### src/rtl/clock_ctrl_pkg.sv
// Shared encodings for the clock mode controller: modes, edit fields, beep length default.
// Mode sequencing depends on CLOCK_MODE_CTRL_STOPWATCH_EN (stopwatch mode present when defined).
package clock_ctrl_pkg;

    localparam logic [1:0] MODE_CLOCK     = 2'd0;
    localparam logic [1:0] MODE_SET       = 2'd1;
    localparam logic [1:0] MODE_ALARM     = 2'd2;
    localparam logic [1:0] MODE_STOPWATCH = 2'd3;

    typedef enum logic [1:0] {
        FIELD_SEC  = 2'd0,
        FIELD_MIN  = 2'd1,
        FIELD_HOUR = 2'd2
    } field_e;

    localparam int BEEP_LEN_DEFAULT = 8;

    function automatic logic [1:0] next_mode(input logic [1:0] mode);
`ifdef CLOCK_MODE_CTRL_STOPWATCH_EN
        next_mode = mode + 2'd1;
`else
        next_mode = (mode == MODE_ALARM) ? MODE_CLOCK : mode + 2'd1;
`endif
    endfunction

endpackage

### src/rtl/clock_mode_ctrl_sw_edge.sv
// Switch sampler: registers the previous level and flags the cycle where the input rises.
module sw_edge (
    input  logic clk_i,
    input  logic rst_ni,
    input  logic sw_i,
    output logic press_o
);

    logic prev_q;

    always_ff @(posedge clk_i) begin
        if (!rst_ni) begin
            prev_q <= 1'b0;
        end else begin
            prev_q <= sw_i;
        end
    end

    assign press_o = sw_i & ~prev_q;

endmodule

### src/rtl/clock_mode_ctrl.sv
// Mode/field controller for a digital clock with alarm beeper and optional stopwatch.
// Stopwatch mode is built only when CLOCK_MODE_CTRL_STOPWATCH_EN is defined.
module clock_mode_ctrl
    import clock_ctrl_pkg::*;
#(
    parameter int BEEP_LEN = BEEP_LEN_DEFAULT
) (
    input  logic       CLK,
    input  logic       RST_N,
    input  logic       SW_MODE,
    input  logic       SW_F1,
    input  logic       SW_F2,
    input  logic       ALM_MATCH,
    output logic [1:0] MODE,
    output logic [1:0] FIELD,
    output logic [2:0] INC_TIME,
    output logic [1:0] INC_ALM,
    output logic       ALM_EN,
    output logic       SW_RUN,
    output logic       SW_CLR,
    output logic       BEEP
);

    logic press_mode, press_f1, press_f2, any_press, consume;

    sw_edge u_edge_mode (.clk_i(CLK), .rst_ni(RST_N), .sw_i(SW_MODE), .press_o(press_mode));
    sw_edge u_edge_f1   (.clk_i(CLK), .rst_ni(RST_N), .sw_i(SW_F1),   .press_o(press_f1));
    sw_edge u_edge_f2   (.clk_i(CLK), .rst_ni(RST_N), .sw_i(SW_F2),   .press_o(press_f2));

    assign any_press = press_mode | press_f1 | press_f2;
    // A press during a beep only silences it.
    assign consume   = BEEP & any_press;

    logic [1:0] mode_q, mode_d;
    logic [1:0] field_q, field_d;
    logic [2:0] inc_time_q, inc_time_d;
    logic [1:0] inc_alm_q, inc_alm_d;
    logic       alm_en_q, alm_en_d;
    logic       beep_q, beep_d;
    logic [7:0] beep_cnt_q, beep_cnt_d;

    always_comb begin
        mode_d     = mode_q;
        field_d    = field_q;
        inc_time_d = '0;
        inc_alm_d  = '0;
        alm_en_d   = alm_en_q;
        beep_d     = beep_q;
        beep_cnt_d = beep_cnt_q;
        if (consume) begin
            beep_d     = 1'b0;
            beep_cnt_d = '0;
        end else begin
            if (press_mode) begin
                mode_d = next_mode(mode_q);
                if (mode_d == MODE_SET) begin
                    field_d = FIELD_SEC;
                end else if (mode_d == MODE_ALARM) begin
                    field_d = FIELD_MIN;
                end
            end else if (press_f1) begin
                case (mode_q)
                    MODE_CLOCK: alm_en_d = ~alm_en_q;
                    MODE_SET:   field_d  = (field_q == FIELD_HOUR) ? FIELD_SEC : field_q + 2'd1;
                    MODE_ALARM: field_d  = (field_q == FIELD_MIN) ? FIELD_HOUR : FIELD_MIN;
                    default:    ;
                endcase
            end else if (press_f2) begin
                case (mode_q)
                    MODE_SET:   inc_time_d = 3'b001 << field_q;
                    MODE_ALARM: inc_alm_d  = (field_q == FIELD_HOUR) ? 2'b10 : 2'b01;
                    default:    ;
                endcase
            end
            // beep_cnt_q holds the cycles left after the current one
            if (beep_q) begin
                if (!alm_en_q || beep_cnt_q == 8'd0) begin
                    beep_d     = 1'b0;
                    beep_cnt_d = '0;
                end else begin
                    beep_cnt_d = beep_cnt_q - 8'd1;
                end
            end else if (ALM_MATCH && alm_en_q) begin
                beep_d     = 1'b1;
                beep_cnt_d = 8'(BEEP_LEN - 1);
            end
        end
    end

    always_ff @(posedge CLK) begin
        if (!RST_N) begin
            mode_q     <= MODE_CLOCK;
            field_q    <= FIELD_SEC;
            inc_time_q <= '0;
            inc_alm_q  <= '0;
            alm_en_q   <= 1'b0;
            beep_q     <= 1'b0;
            beep_cnt_q <= '0;
        end else begin
            mode_q     <= mode_d;
            field_q    <= field_d;
            inc_time_q <= inc_time_d;
            inc_alm_q  <= inc_alm_d;
            alm_en_q   <= alm_en_d;
            beep_q     <= beep_d;
            beep_cnt_q <= beep_cnt_d;
        end
    end

`ifdef CLOCK_MODE_CTRL_STOPWATCH_EN
    logic sw_run_q, sw_run_d, sw_clr_q, sw_clr_d;

    // Run state lives outside the mode register so it survives mode changes.
    always_comb begin
        sw_run_d = sw_run_q;
        sw_clr_d = 1'b0;
        if (!consume && !press_mode && mode_q == MODE_STOPWATCH) begin
            if (press_f1) begin
                sw_run_d = ~sw_run_q;
            end else if (press_f2) begin
                sw_clr_d = ~sw_run_q;
            end
        end
    end

    always_ff @(posedge CLK) begin
        if (!RST_N) begin
            sw_run_q <= 1'b0;
            sw_clr_q <= 1'b0;
        end else begin
            sw_run_q <= sw_run_d;
            sw_clr_q <= sw_clr_d;
        end
    end

    assign SW_RUN = sw_run_q;
    assign SW_CLR = sw_clr_q;
`else
    assign SW_RUN = 1'b0;
    assign SW_CLR = 1'b0;
`endif

    assign MODE     = mode_q;
    assign FIELD    = field_q;
    assign INC_TIME = inc_time_q;
    assign INC_ALM  = inc_alm_q;
    assign ALM_EN   = alm_en_q;
    assign BEEP     = beep_q;

endmodule

### config.mk
export PLATFORM = sky130hd
export DESIGN_NAME = clock_mode_ctrl
export DESIGN_NICKNAME = d
export VERILOG_FILES = /design/src/rtl/clock_ctrl_pkg.sv /design/src/rtl/clock_mode_ctrl_sw_edge.sv /design/src/rtl/clock_mode_ctrl.sv
export SDC_FILE = /design/constraint.sdc
export NUM_CORES = 1
export LEC_CHECK = 0
export ABC_AREA = 1
export CELL_PAD_IN_SITES_DETAIL_PLACEMENT = 1
export CELL_PAD_IN_SITES_GLOBAL_PLACEMENT = 1
export CORE_MARGIN = 4
export CORE_UTILIZATION = 39
export CTS_CLUSTER_SIZE = 14
export DETAILED_ROUTE_END_ITERATION = 10
export GPL_ROUTABILITY_DRIVEN = 0
export PLACE_DENSITY = 0.84
export SYNTH_ARGS = -nofsm -noshare
export SYNTH_HDL_FRONTEND = slang
export SYNTH_SLANG_ARGS = --single-unit
### constraint.sdc
create_clock -name CLK -period 2.8 [get_ports CLK]
set_input_delay 0.56 -clock CLK [delete_from_list [all_inputs] [get_ports CLK]]
set_output_delay 0.56 -clock CLK [all_outputs]
set_load 0.05 [all_outputs]
==> impl_results.md, run 1 <==
* Status: completed
* Pwr/cell area at between 500 and 600 nW/um2
* H-tree lvl count at 1
* Post-synthesis async set-or-reset flop share at 0%
* Via density per instance at between 4 and 5
* Synth unique cells at 26
* Number of iterations in the first detailed-routing pass at 4
* IR Drop Worst-Case VDD at between 0.0003 and 0.0004 V
* Leading register cell type out of synthesis: sky130_fd_sc_hd__dfxtp_1
* Hold slack final at slightly above 0.5 ns
* Sum Neg Setup Slack at 0 ns
* Count of cells resized by post-cts repair at 0
* Diode insertion count for antenna repair at 0
* Overall power of the completed layout at between 700 and 800 uW
* Critical path data required time at between 2 and 2.5 ns
* Worst Setup End Kind: primary output
* CP Class: reg2out
* Number of placed I/O pins at 19
* Count of buffers from port buffering at 16
* Fin nets at 185
* Class of the tightest hold or removal check: reg2reg
* EDFF count, synth at 0
* Cell type contributing the most total cell area after synthesis: sky130_fd_sc_hd__dfxtp_1
* Number of hold buffers added after cts at 0
* Count of cells along the worst hold path at 2
* Final hold violation count at 0
* Slew Viols, Final at 0
* Global-route wire length before repair at between 4000 and 5000 um
* Area of the placeable core at around 2800 um2
* Filler Cell Count at 360
* Final critical path time including I/O delays and setup at 2.23 ns
* Crit path buf inv count at 2
* Leakage dissipation at 0.000605 uW
* Area growth from synthesis to final layout at 19.8%
* Average cell area after synthesis at slightly above 7 um2
* Critical Path Source: BEEP$_SDFF_PP0_
* Routed length per placed instance at around 12 um
* Cell count after synthesis at about 160
* Slowest cell on crit path: sky130_fd_sc_hd__clkdlybuf4s50_1
* Most common cell in the netlist: sky130_fd_sc_hd__nand2_1
* Starting utilization of the core area at 40.9%
* Area taken by multi-input logic gates at ~570 um2
* Category of the worst setup path launch point: register
* Top post-synthesis cells by area: sky130_fd_sc_hd__dfxtp_1, sky130_fd_sc_hd__nand2_1, sky130_fd_sc_hd__nor2_1
* Critical-path cell list: buf_4, clkdlybuf4s50_1
* Remaining DRCs at 0
* Pre-CTS WS at around 0.85 ns
* Normalized max-slew margin at around two thirds
* Maximum capacitance violations at 0
* End of the critical path: BEEP
* Total of endpoints with negative setup slack in the final report at 0
* Clock net sink count at 22
* Maximum count of clock buffers along a single path at 2
* Max Clock Freq at between 0.4 and 0.5 GHz
* Crit Reg-Reg Endpoint: beep_cnt_q[7]$_SDFFE_PP0P_
* Die W at 61.8 um
* Final worst clock skew at between 0.004 and 0.005 ns
* Combined area of all synthesized cells at roughly 1100 um2
* CP max FO at 12
* Critical path's top delay family: buffers and inverters
* Cts bufs inserted at 3
* Worst setup margin at around 0.57 ns
* Warnings from Yosys at 0
* Commonest cells in the synthesized netlist: sky130_fd_sc_hd__nand2_1, sky130_fd_sc_hd__nor2_1, sky130_fd_sc_hd__dfxtp_1
* Flop-to-flop setup slack at roughly 1.4 ns
* TritonCTS clock tree: yes
* Maximum number of pins on one net before global-route repair at 14
* DP Wirelength at slightly above 2000 um
* Post-detailed-routing wire length at about 2500 um
* Iteration-0 DRC Markers at 31
* Post-CTS setup-driven buffer insertion count at 0
* Initial antenna violation count at 0
* RSZ-0062 raised after global routing: false
* Final core utilization at ~49%
* Data arrival time of the worst path at roughly 1.7 ns
* Clock slew at reported path FFs at 0.12 ns
* Area share of the largest cell type after synthesis at 39.1%
* Area taken by flip-flops and latches at about 440 um2
* Length in cells of the worst reg-to-reg path at 9
* Post-synthesis sequential area ratio at roughly two fifths
* Clock latency on the worst-skew pair at around 0.32 ns
* Overall die area at ~3800 um2
* Vias in the first global route at between 1000 and 1500
* Height of the die at 61.8 um
* Synthesized flop and latch total at 22
* Layout cell share with drive strength beyond 1 at 11.9%
* Instance count on the critical path at 2
* Final period util at between 70 and 80%
* Grt ovf at 0
* Total track usage at 15.3%
* Number of vias in the routed layout at between 1000 and 1500
* Cell chosen for the clock root: sky130_fd_sc_hd__clkbuf_4
* Actual transition at the worst max-transition pin at between 0.5 and 0.6 ns
* Remaining antenna violation count after routing at 0
* Highest cell delay on the worst timing path at around 0.83 ns
* Total number of placement rows at 19
* RR Startpoint: beep_cnt_q[0]$_SDFFE_PP0P_
[flip-flops by register name (all words and copies together) (netlist names)]
signal              cells
u_edge_mode.prev_q      1
ALM_EN                  1
BEEP                    1
beep_cnt_q              8
INC_TIME                3
INC_ALM                 2
MODE                    2
FIELD                   2
u_edge_f1.prev_q        1
u_edge_f2.prev_q        1
[worst min-delay path, delay by kind of cell, from the launching register on]
kind               cells  cell delay [ns]
DFF                    1             0.36
and+or+nand+nor        1             0.07
AOI/OAI and AO/OA      1             0.05
[metrics by stage]
| stage | area (um2) | std cells |
|---|---|---|
| 6_report | 1350 | 207 |
| 5_1_grt | 1350 | 207 |
| 4_1_cts | 1350 | 207 |
| 3_5_place_dp | 1300 | 203 |
| 3_3_place_gp | 1300 | 203 |
| 2_1_floorplan | 1130 | 159 |
[cell type report]
cell class | instances | share of cell area [%]
multi-input cells | 112 | 42.4
clock buffers | 3 | 1.67
clock inverters | 1 | 2.22
flip-flops and latches | 22 | 32.6
inverters | 21 | 5.84
repair buffers | 17 | 12.4
well taps | 31 | 2.87
[layer usage]
layer | GRT usage, % | up-vias | share of wire [%]
met1 | 18.3 | 463 | 45
met3 | 3.10 | 5 | 2.3
met4 | 8.18 | 0 | 2.2
li1 | - | 523 | -
met5 | 0 | - | 0
met2 | 25.7 | 13 | 50
[cell usage in the layout (no fill, tap or decap), drive strengths merged]
cell type and count:
nand2 40, nor2 32, dfxtp 22, inv 21, clkdlybuf4s50 16, nor3 9, o21ai 9, a21oi 6
nand3 5, clkbuf 3, xor2 2, ha 2, conb 2, nand4 2, a21boi 1, nand3b 1
o22ai 1, bufinv 1, buf 1
[how the worst min path moves through the flow]
stage               slack, ns                  startpoint                          to
floorplan                0.48  beep_cnt_q[6]$_SDFFE_PP0P_  beep_cnt_q[6]$_SDFFE_PP0P_
global placement         0.50  beep_cnt_q[3]$_SDFFE_PP0P_  beep_cnt_q[3]$_SDFFE_PP0P_
detailed placement       0.51  beep_cnt_q[3]$_SDFFE_PP0P_  beep_cnt_q[3]$_SDFFE_PP0P_
CTS                      0.52  beep_cnt_q[3]$_SDFFE_PP0P_  beep_cnt_q[3]$_SDFFE_PP0P_
global route             0.54  beep_cnt_q[3]$_SDFFE_PP0P_  beep_cnt_q[3]$_SDFFE_PP0P_
finish                   0.52  beep_cnt_q[3]$_SDFFE_PP0P_  beep_cnt_q[3]$_SDFFE_PP0P_
[where the power goes]
group / internal, uW / leakage (uW) / switching [uW]
Combinational: 66.3 / 0.000398 / 132
Sequential: 329 / 0.000179 / 17.7
Clock: 145 / 0.0000279 / 99.5
[cell families after synthesis]
logic type                 Yosys count  synth area share (%)
xor gates and xnor gates             2                  1.55
other                                1                 0.333
buffers and inverters               25                  10.5
DFF                                 22                  39.1
adders and majority gates            2                  2.22
and+or+nand+nor                     89                  37.4
AOI/OAI and AO/OA                   17                  8.88
Power figures use the tool's default switching activity.
==> run 2, diff against run 1 <==
CORE_UTILIZATION = 37   (was 39)
PLACE_DENSITY = 0.81   (was 0.84)
clock period = 2.2 ns   (was 2.8 ns; I/O delays follow)
==> impl_results.md, run 2 (same netlist as run 1, synthesis figures left out) <==
* Remaining antenna violation count after routing at 0 (unchanged)
* Total track usage at 15.2% (-0.16 points)
* Class of the tightest hold or removal check: reg2reg
* Post-CTS setup-driven buffer insertion count at 0 (unchanged)
* Flip-flop count of the largest register after layout at 8 (unchanged)
* Overall die area at 3990 um2 (+4.7%)
* Initial antenna violation count at 0 (unchanged)
* Leakage dissipation at 0.000612 uW (+1.1%)
* Max Clock Freq at approximately 0.48 GHz
* Actual transition at the worst max-transition pin at 0.502 ns (-0.0174 ns)
* Crit Reg-Reg Endpoint: beep_cnt_q[4]$_SDFFE_PP0P_
* RSZ-0062 raised after global routing: false
* Maximum number of pins on one net before global-route repair at 14 (unchanged)
* Area of placed instances at 1300 um2 (+0.39%)
* Number of vias in the routed layout at 1032 (+2.8%)
* CP Class: reg2out
* Slowest cell on crit path: sky130_fd_sc_hd__clkdlybuf4s50_1
* Grt ovf at 0 (unchanged)
* Height of the die at 63.2 um (+2.3%)
* Fin nets at 186 (+0.54%)
* Final period util at a little over nine tenths
* Design Area, Final at 1360 um2 (+0.37%)
* Worst setup margin at 0.123 ns (-0.447 ns)
* Count of cells along the worst hold path at 2 (unchanged)
* Count of buffers from port buffering at 16 (unchanged)
* Pwr/cell area at 747 nW/um2 (+28%)
* Via density per instance at 4.96 (+2.3%)
* Starting utilization of the core area at 39.8% (-1.0 points)
* Hold slack final at 0.536 ns (+0.0157 ns)
* Layout cell share with drive strength beyond 1 at 13.0% (+1.1 points)
* Routed length per placed instance at 12.8 um (+5.4%)
* Commonest non-fill, non-tap cell in the layout: sky130_fd_sc_hd__nand2_1
* Clock slew at reported path FFs at 0.13 ns (about the same)
* Crit path buf inv count at 1 (-1)
* Category of the worst setup path launch point: register
* Maximum capacitance violations at 0 (unchanged)
* Reported net switching power at 323 uW (+30%)
* Remaining DRCs at 0 (unchanged)
* Top reg by flops: beep_cnt_q
* Cts bufs inserted at 3 (unchanged)
* Diode insertion count for antenna repair at 0 (unchanged)
* Clock network fraction of total power at 31.3% (+0.3 points)
* Clock net sink count at 22 (unchanged)
* Maximum count of clock buffers along a single path at 2 (unchanged)
* IR Drop Worst-Case VDD at 0.000370 V (+6.3%)
* TritonCTS clock tree: yes
* Placed Cells incl. Taps at 204 (+0.49%)
* Critical path data required time at 1.76 ns (-0.48 ns)
* Area growth from synthesis to final layout at 20.2%
* H-tree lvl count at 1 (unchanged)
* Area of the placeable core at 2830 um2 (+2.6%)
* Flop-to-flop setup slack at 0.86 ns (-0.56 ns)
* Filler-free cell count of the finished design at 208 (+0.48%)
* Count of cells resized by post-cts repair at 0 (unchanged)
* Final critical path time including I/O delays and setup at approximately 2.1 ns
* Highest cell delay on the worst timing path at 0.85 ns (+0.02 ns)
* RR Startpoint: beep_cnt_q[0]$_SDFFE_PP0P_
* Vias in the first global route at 1110 (+11%)
* Total of endpoints with negative setup slack in the final report at 0 (unchanged)
* Normalized max-slew margin at 66.4% (+1.2 points)
* Number of placed I/O pins at 19 (unchanged)
* Length in cells of the worst reg-to-reg path at 7 (-2)
* Commonest cells after routing, fill and taps aside: sky130_fd_sc_hd__nand2_1, sky130_fd_sc_hd__nor2_1, sky130_fd_sc_hd__dfxtp_1
* Critical-path cell list: clkdlybuf4s50_1
* Pre-CTS WS at 0.463 ns (-0.386 ns)
* Clock latency on the worst-skew pair at 0.32 ns (about the same)
* Number of hold buffers added after cts at 0 (unchanged)
* Slew Viols, Final at 0 (unchanged)
* Worst Setup End Kind: primary output
* Cell chosen for the clock root: sky130_fd_sc_hd__clkbuf_4
* Part of the power in combinational logic at 24.9% (-0.2 points)
* Power Internal at 689 uW (+27%)
* Post-detailed-routing wire length at 2650 um (+5.9%)
* Startpoint of the lowest-slack hold path: beep_cnt_q[3]$_SDFFE_PP0P_
* Total number of placement rows at 19 (unchanged)
* Status: completed
* Number of iterations in the first detailed-routing pass at 3 (-1)
* Portion of total power attributed to sequential cells at 43.7% (-0.2 points)
* CP max FO at 7 (-5)
* Final worst clock skew at 0.00170 ns (-0.00280 ns)
* Data arrival time of the worst path at 1.64 ns (-0.03 ns)
* Switching power share of the total at 31.9% (+0.39 points)
* Terminating pin of the worst hold path: beep_cnt_q[3]$_SDFFE_PP0P_
* Iteration-0 DRC Markers at 22 (-29%)
* Critical path's top delay family: buffers and inverters
* Sum Neg Setup Slack at 0 ns (unchanged)
* Global-route wire length before repair at 4840 um (+13%)
* Final hold violation count at 0 (unchanged)
* DP Wirelength at 2130 um (+4.1%)
* Die W at 63.2 um (+2.3%)
[run 2: cell count changes in the layout (fill, tap and decap cells not counted), sizes merged]
cell / change
clkdlybuf4s50: -1
buf: +2
[run 2: worst max-delay path by stage]
stage                                       to  slack [ns]  cells after the start                   from
finish                                FIELD[0]        0.12                      1  FIELD[0]$_SDFFE_PN0P_
global route                          FIELD[0]        0.03                      1  FIELD[0]$_SDFFE_PN0P_
CTS                                   FIELD[0]        0.11                      1  FIELD[0]$_SDFFE_PN0P_
detailed placement  beep_cnt_q[6]$_SDFFE_PP0P_        0.46                      6                SW_MODE
global placement    beep_cnt_q[6]$_SDFFE_PP0P_        0.50                      6                SW_MODE
floorplan                FIELD[0]$_SDFFE_PN0P_        0.84                      7  FIELD[1]$_SDFFE_PN0P_
[run 2: power by group through the flow]
stage / combinational [uW] / clock [uW] / sequential [uW]
finish: 252 / 317 / 443
global route: 282 / 346 / 448
CTS: 255 / 324 / 443
detailed placement: 253 / 0 / 452
global placement: 245 / 0 / 450
floorplan: 152 / 0 / 487
[run 2: layer usage]
| layer | global-route usage (%) | vias up | part of all wire [%] |
|---|---|---|---|
| met5 | 0 | - | 0 |
| met4 | 7.28 | 0 | 2.1 |
| met3 | 2.31 | 5 | 2.8 |
| met2 | 28.6 | 16 | 52 |
| met1 | 16.3 | 485 | 43 |
| li1 | - | 526 | - |
[run 2: layout make-up]
| class | instances | area (um2) |
|---|---|---|
| Clock buffer | 3 | 22.5 |
| Clock inverter | 1 | 30.0 |
| Tap cell | 31 | 38.8 |
| Fill cell | 373 | 1470 |
| Timing Repair Buffer | 18 | 173 |
| Sequential cell | 22 | 440 |
| Inverter | 21 | 78.8 |
| Multi-Input combinational cell | 112 | 572 |
[run 2: through the flow]
step | utilization (%) | total power (uW)
after floorplan | - | 639
after global placement | 46.0 | 695
after detailed placement | 46.0 | 705
after CTS | 47.9 | 1020
after global routing | 47.9 | 1080
final | 47.9 | 1010
==> run 3, diff against run 2 <==
SKIP_LAST_GASP = 1   (was unset)
clock period = 2.17 ns   (was 2.2 ns; I/O delays follow)
==> impl_results.md, run 3 (same netlist as run 1, synthesis figures left out) <==
* Clock net sink count at 22 (unchanged)
* Leakage dissipation at 0.000627 uW (+2.5%)
* Actual transition at the worst max-transition pin at 0.515 ns (+0.0123 ns)
* Grt ovf at 0 (unchanged)
* RR Startpoint: beep_cnt_q[0]$_SDFFE_PP0P_
* Maximum capacitance violations at 0 (unchanged)
* Class of the tightest hold or removal check: reg2reg
* Top reg by flops: beep_cnt_q
* Global-route wire length before repair at 4780 um (-1.1%)
* Reported net switching power at 327 uW (+1.1%)
* Initial antenna violation count at 0 (unchanged)
* Worst setup margin at 0.112 ns (-0.0106 ns)
* Count of cells resized by post-cts repair at 0 (unchanged)
* Switching power share of the total at 31.9% (-0.042 points)
* Diode insertion count for antenna repair at 0 (unchanged)
* Data arrival time of the worst path at 1.62 ns (-0.02 ns)
* Number of hold buffers added after cts at 0 (unchanged)
* Die W at 63.2 um (unchanged)
* Vias in the first global route at 1128 (+1.6%)
* Final critical path time including I/O delays and setup at ~2.1 ns
* Routed length per placed instance at 12.3 um (-3.5%)
* Met2 track demand over resource in global routing at 26.2% (-2.4 points)
* Flop-to-flop setup slack at 0.83 ns (-0.03 ns)
* Clock network fraction of total power at 31.4% (about the same)
* Part of the power in combinational logic at 24.9% (about the same)
* CP Class: reg2out
* Area growth from synthesis to final layout at 20.4%
* Number of vias in the routed layout at 1035 (+0.29%)
* Starting utilization of the core area at 39.8% (unchanged)
* Post-detailed-routing wire length at 2560 um (-3.5%)
* Remaining antenna violation count after routing at 0 (unchanged)
* Hold slack final at 0.537 ns (+0.00131 ns)
* Most crowded layer after global routing: met2
* RSZ-0062 raised after global routing: false
* Status: completed
* Crit Reg-Reg Endpoint: beep_cnt_q[1]$_SDFFE_PP0P_
* Critical path's top delay family: buffers and inverters
* H-tree lvl count at 1 (unchanged)
* Global-route met1 utilization at 17.0% (+0.69 points)
* Cts bufs inserted at 3 (unchanged)
* TritonCTS clock tree: yes
* Category of the worst setup path launch point: register
* DP Wirelength at 2080 um (-2.5%)
* End of the critical path: ALM_EN
* CP max FO at 6 (-1)
* Final period util at 94.8%
* Final hold violation count at 0 (unchanged)
* Number of iterations in the first detailed-routing pass at 4 (+1)
* Pwr/cell area at 755 nW/um2 (+1.1%)
* Clock slew at reported path FFs at 0.13 ns (about the same)
* Slowest cell on crit path: sky130_fd_sc_hd__clkdlybuf4s50_1
* Total number of placement rows at 19 (unchanged)
* Maximum number of pins on one net before global-route repair at 14 (unchanged)
* Maximum count of clock buffers along a single path at 2 (unchanged)
* Layout cell share with drive strength beyond 1 at 13.0% (unchanged)
* Fin nets at 186 (unchanged)
* IR Drop Worst-Case VDD at 0.000299 V (-19%)
* Critical path data required time at 1.74 ns (-0.02 ns)
* Worst Setup End Kind: primary output
* Highest cell delay on the worst timing path at 0.85 ns (about the same)
* Cell chosen for the clock root: sky130_fd_sc_hd__clkbuf_4
* Instance count on the critical path at 1 (unchanged)
* Post-CTS setup-driven buffer insertion count at 0 (unchanged)
* Portion of total power attributed to sequential cells at 43.8% (about the same)
* Normalized max-slew margin at 65.6% (-0.77 points)
* Max Clock Freq at 0.486 GHz
* Placed Cells incl. Taps at 204 (unchanged)
* Pre-CTS WS at 0.423 ns (-0.0398 ns)
* Commonest non-fill, non-tap cell in the layout: sky130_fd_sc_hd__nand2_1
* Iteration-0 DRC Markers at 29 (+32%)
* Slew Viols, Final at 0 (unchanged)
* Overall die area at 3990 um2 (unchanged)
* Count of buffers from port buffering at 16 (unchanged)
* Total track usage at 14.8% (-0.40 points)
* Flip-flop count of the largest register after layout at 8 (unchanged)
* Area of the placeable core at 2830 um2 (unchanged)
* Height of the die at 63.2 um (unchanged)
* Number of placed I/O pins at 19 (unchanged)
* Filler-free cell count of the finished design at 208 (unchanged)
* Remaining DRCs at 0 (unchanged)
* Critical Path Source: ALM_EN$_SDFFE_PN0P_
* Sum Neg Setup Slack at 0 ns (unchanged)
* Crit path buf inv count at 1 (unchanged)
* Critical-path cell list: clkdlybuf4s50_1
* Commonest cells after routing, fill and taps aside: sky130_fd_sc_hd__nand2_1, sky130_fd_sc_hd__nor2_1, sky130_fd_sc_hd__dfxtp_1
* Power Internal at 698 uW (+1.3%)
* Met3 demand-to-capacity share in global routing at 2.49% (+0.18 points)
* Clock latency on the worst-skew pair at 0.32 ns (about the same)
* Total of endpoints with negative setup slack in the final report at 0 (unchanged)
* Via density per instance at 4.98 (+0.29%)
* Length in cells of the worst reg-to-reg path at 9 (+2)
* Final worst clock skew at 0.00173 ns (+0.0000245 ns)
## run 3: layer usage
| metal | up-vias | wire length, um |
|---|---|---|
| li1 | 529 | - |
| met1 | 483 | 1160 |
| met2 | 18 | 1270 |
| met3 | 5 | 79 |
| met4 | 0 | 55 |
| met5 | - | 0 |
## run 3: through the flow
stage	utilization [%]	instance area (um2)	power, uW
floorplan	-	1130	647
global route	48.0	1360	1090
finish	48.0	1360	1020
CTS	47.9	1360	1040
global placement	46.0	1300	704
detailed placement	46.0	1300	715
## run 3: power by group through the flow
| stage | logic [uW] | registers, uW | clock network [uW] |
|---|---|---|---|
| floorplan | 154 | 494 | 0 |
| global placement | 248 | 456 | 0 |
| detailed placement | 257 | 458 | 0 |
| CTS | 260 | 449 | 331 |
| global route | 285 | 454 | 356 |
| finish | 255 | 449 | 321 |
## run 3: how the worst min path moves through the flow
stage,startpoint,endpoint,slack [ns],cells after the start
3_5_place_dp,FIELD[1]$_SDFFE_PN0P_,INC_ALM[0]$_SDFF_PP0_,0.52,1
5_1_grt,beep_cnt_q[3]$_SDFFE_PP0P_,beep_cnt_q[3]$_SDFFE_PP0P_,0.56,2
4_1_cts,beep_cnt_q[6]$_SDFFE_PP0P_,beep_cnt_q[6]$_SDFFE_PP0P_,0.54,2
3_3_place_gp,beep_cnt_q[4]$_SDFFE_PP0P_,beep_cnt_q[4]$_SDFFE_PP0P_,0.50,2
6_report,beep_cnt_q[6]$_SDFFE_PP0P_,beep_cnt_q[6]$_SDFFE_PP0P_,0.54,2
2_1_floorplan,beep_cnt_q[6]$_SDFFE_PP0P_,beep_cnt_q[6]$_SDFFE_PP0P_,0.48,2
## run 3: cell type report
type	instances	area, um2
flip-flops and latches	22	440
clock inverters	1	30.0
multi-input cells	112	572
repair buffers	18	175
well taps	31	38.8
fillers	377	1470
clock buffers	3	22.5
inverters	21	78.8
## run 3: worst reg2reg max path: stages (launching register included)
cell and delay [ns]:
sky130_fd_sc_hd__dfxtp_1 0.35, sky130_fd_sc_hd__inv_1 0.14, sky130_fd_sc_hd__ha_1 0.17, sky130_fd_sc_hd__inv_1 0.04, sky130_fd_sc_hd__nor3_1 0.16, sky130_fd_sc_hd__nand2_2 0.09, sky130_fd_sc_hd__nand2_1 0.06, sky130_fd_sc_hd__nand2_1 0.07
sky130_fd_sc_hd__nand3_2 0.11, sky130_fd_sc_hd__nor2_1 0.06
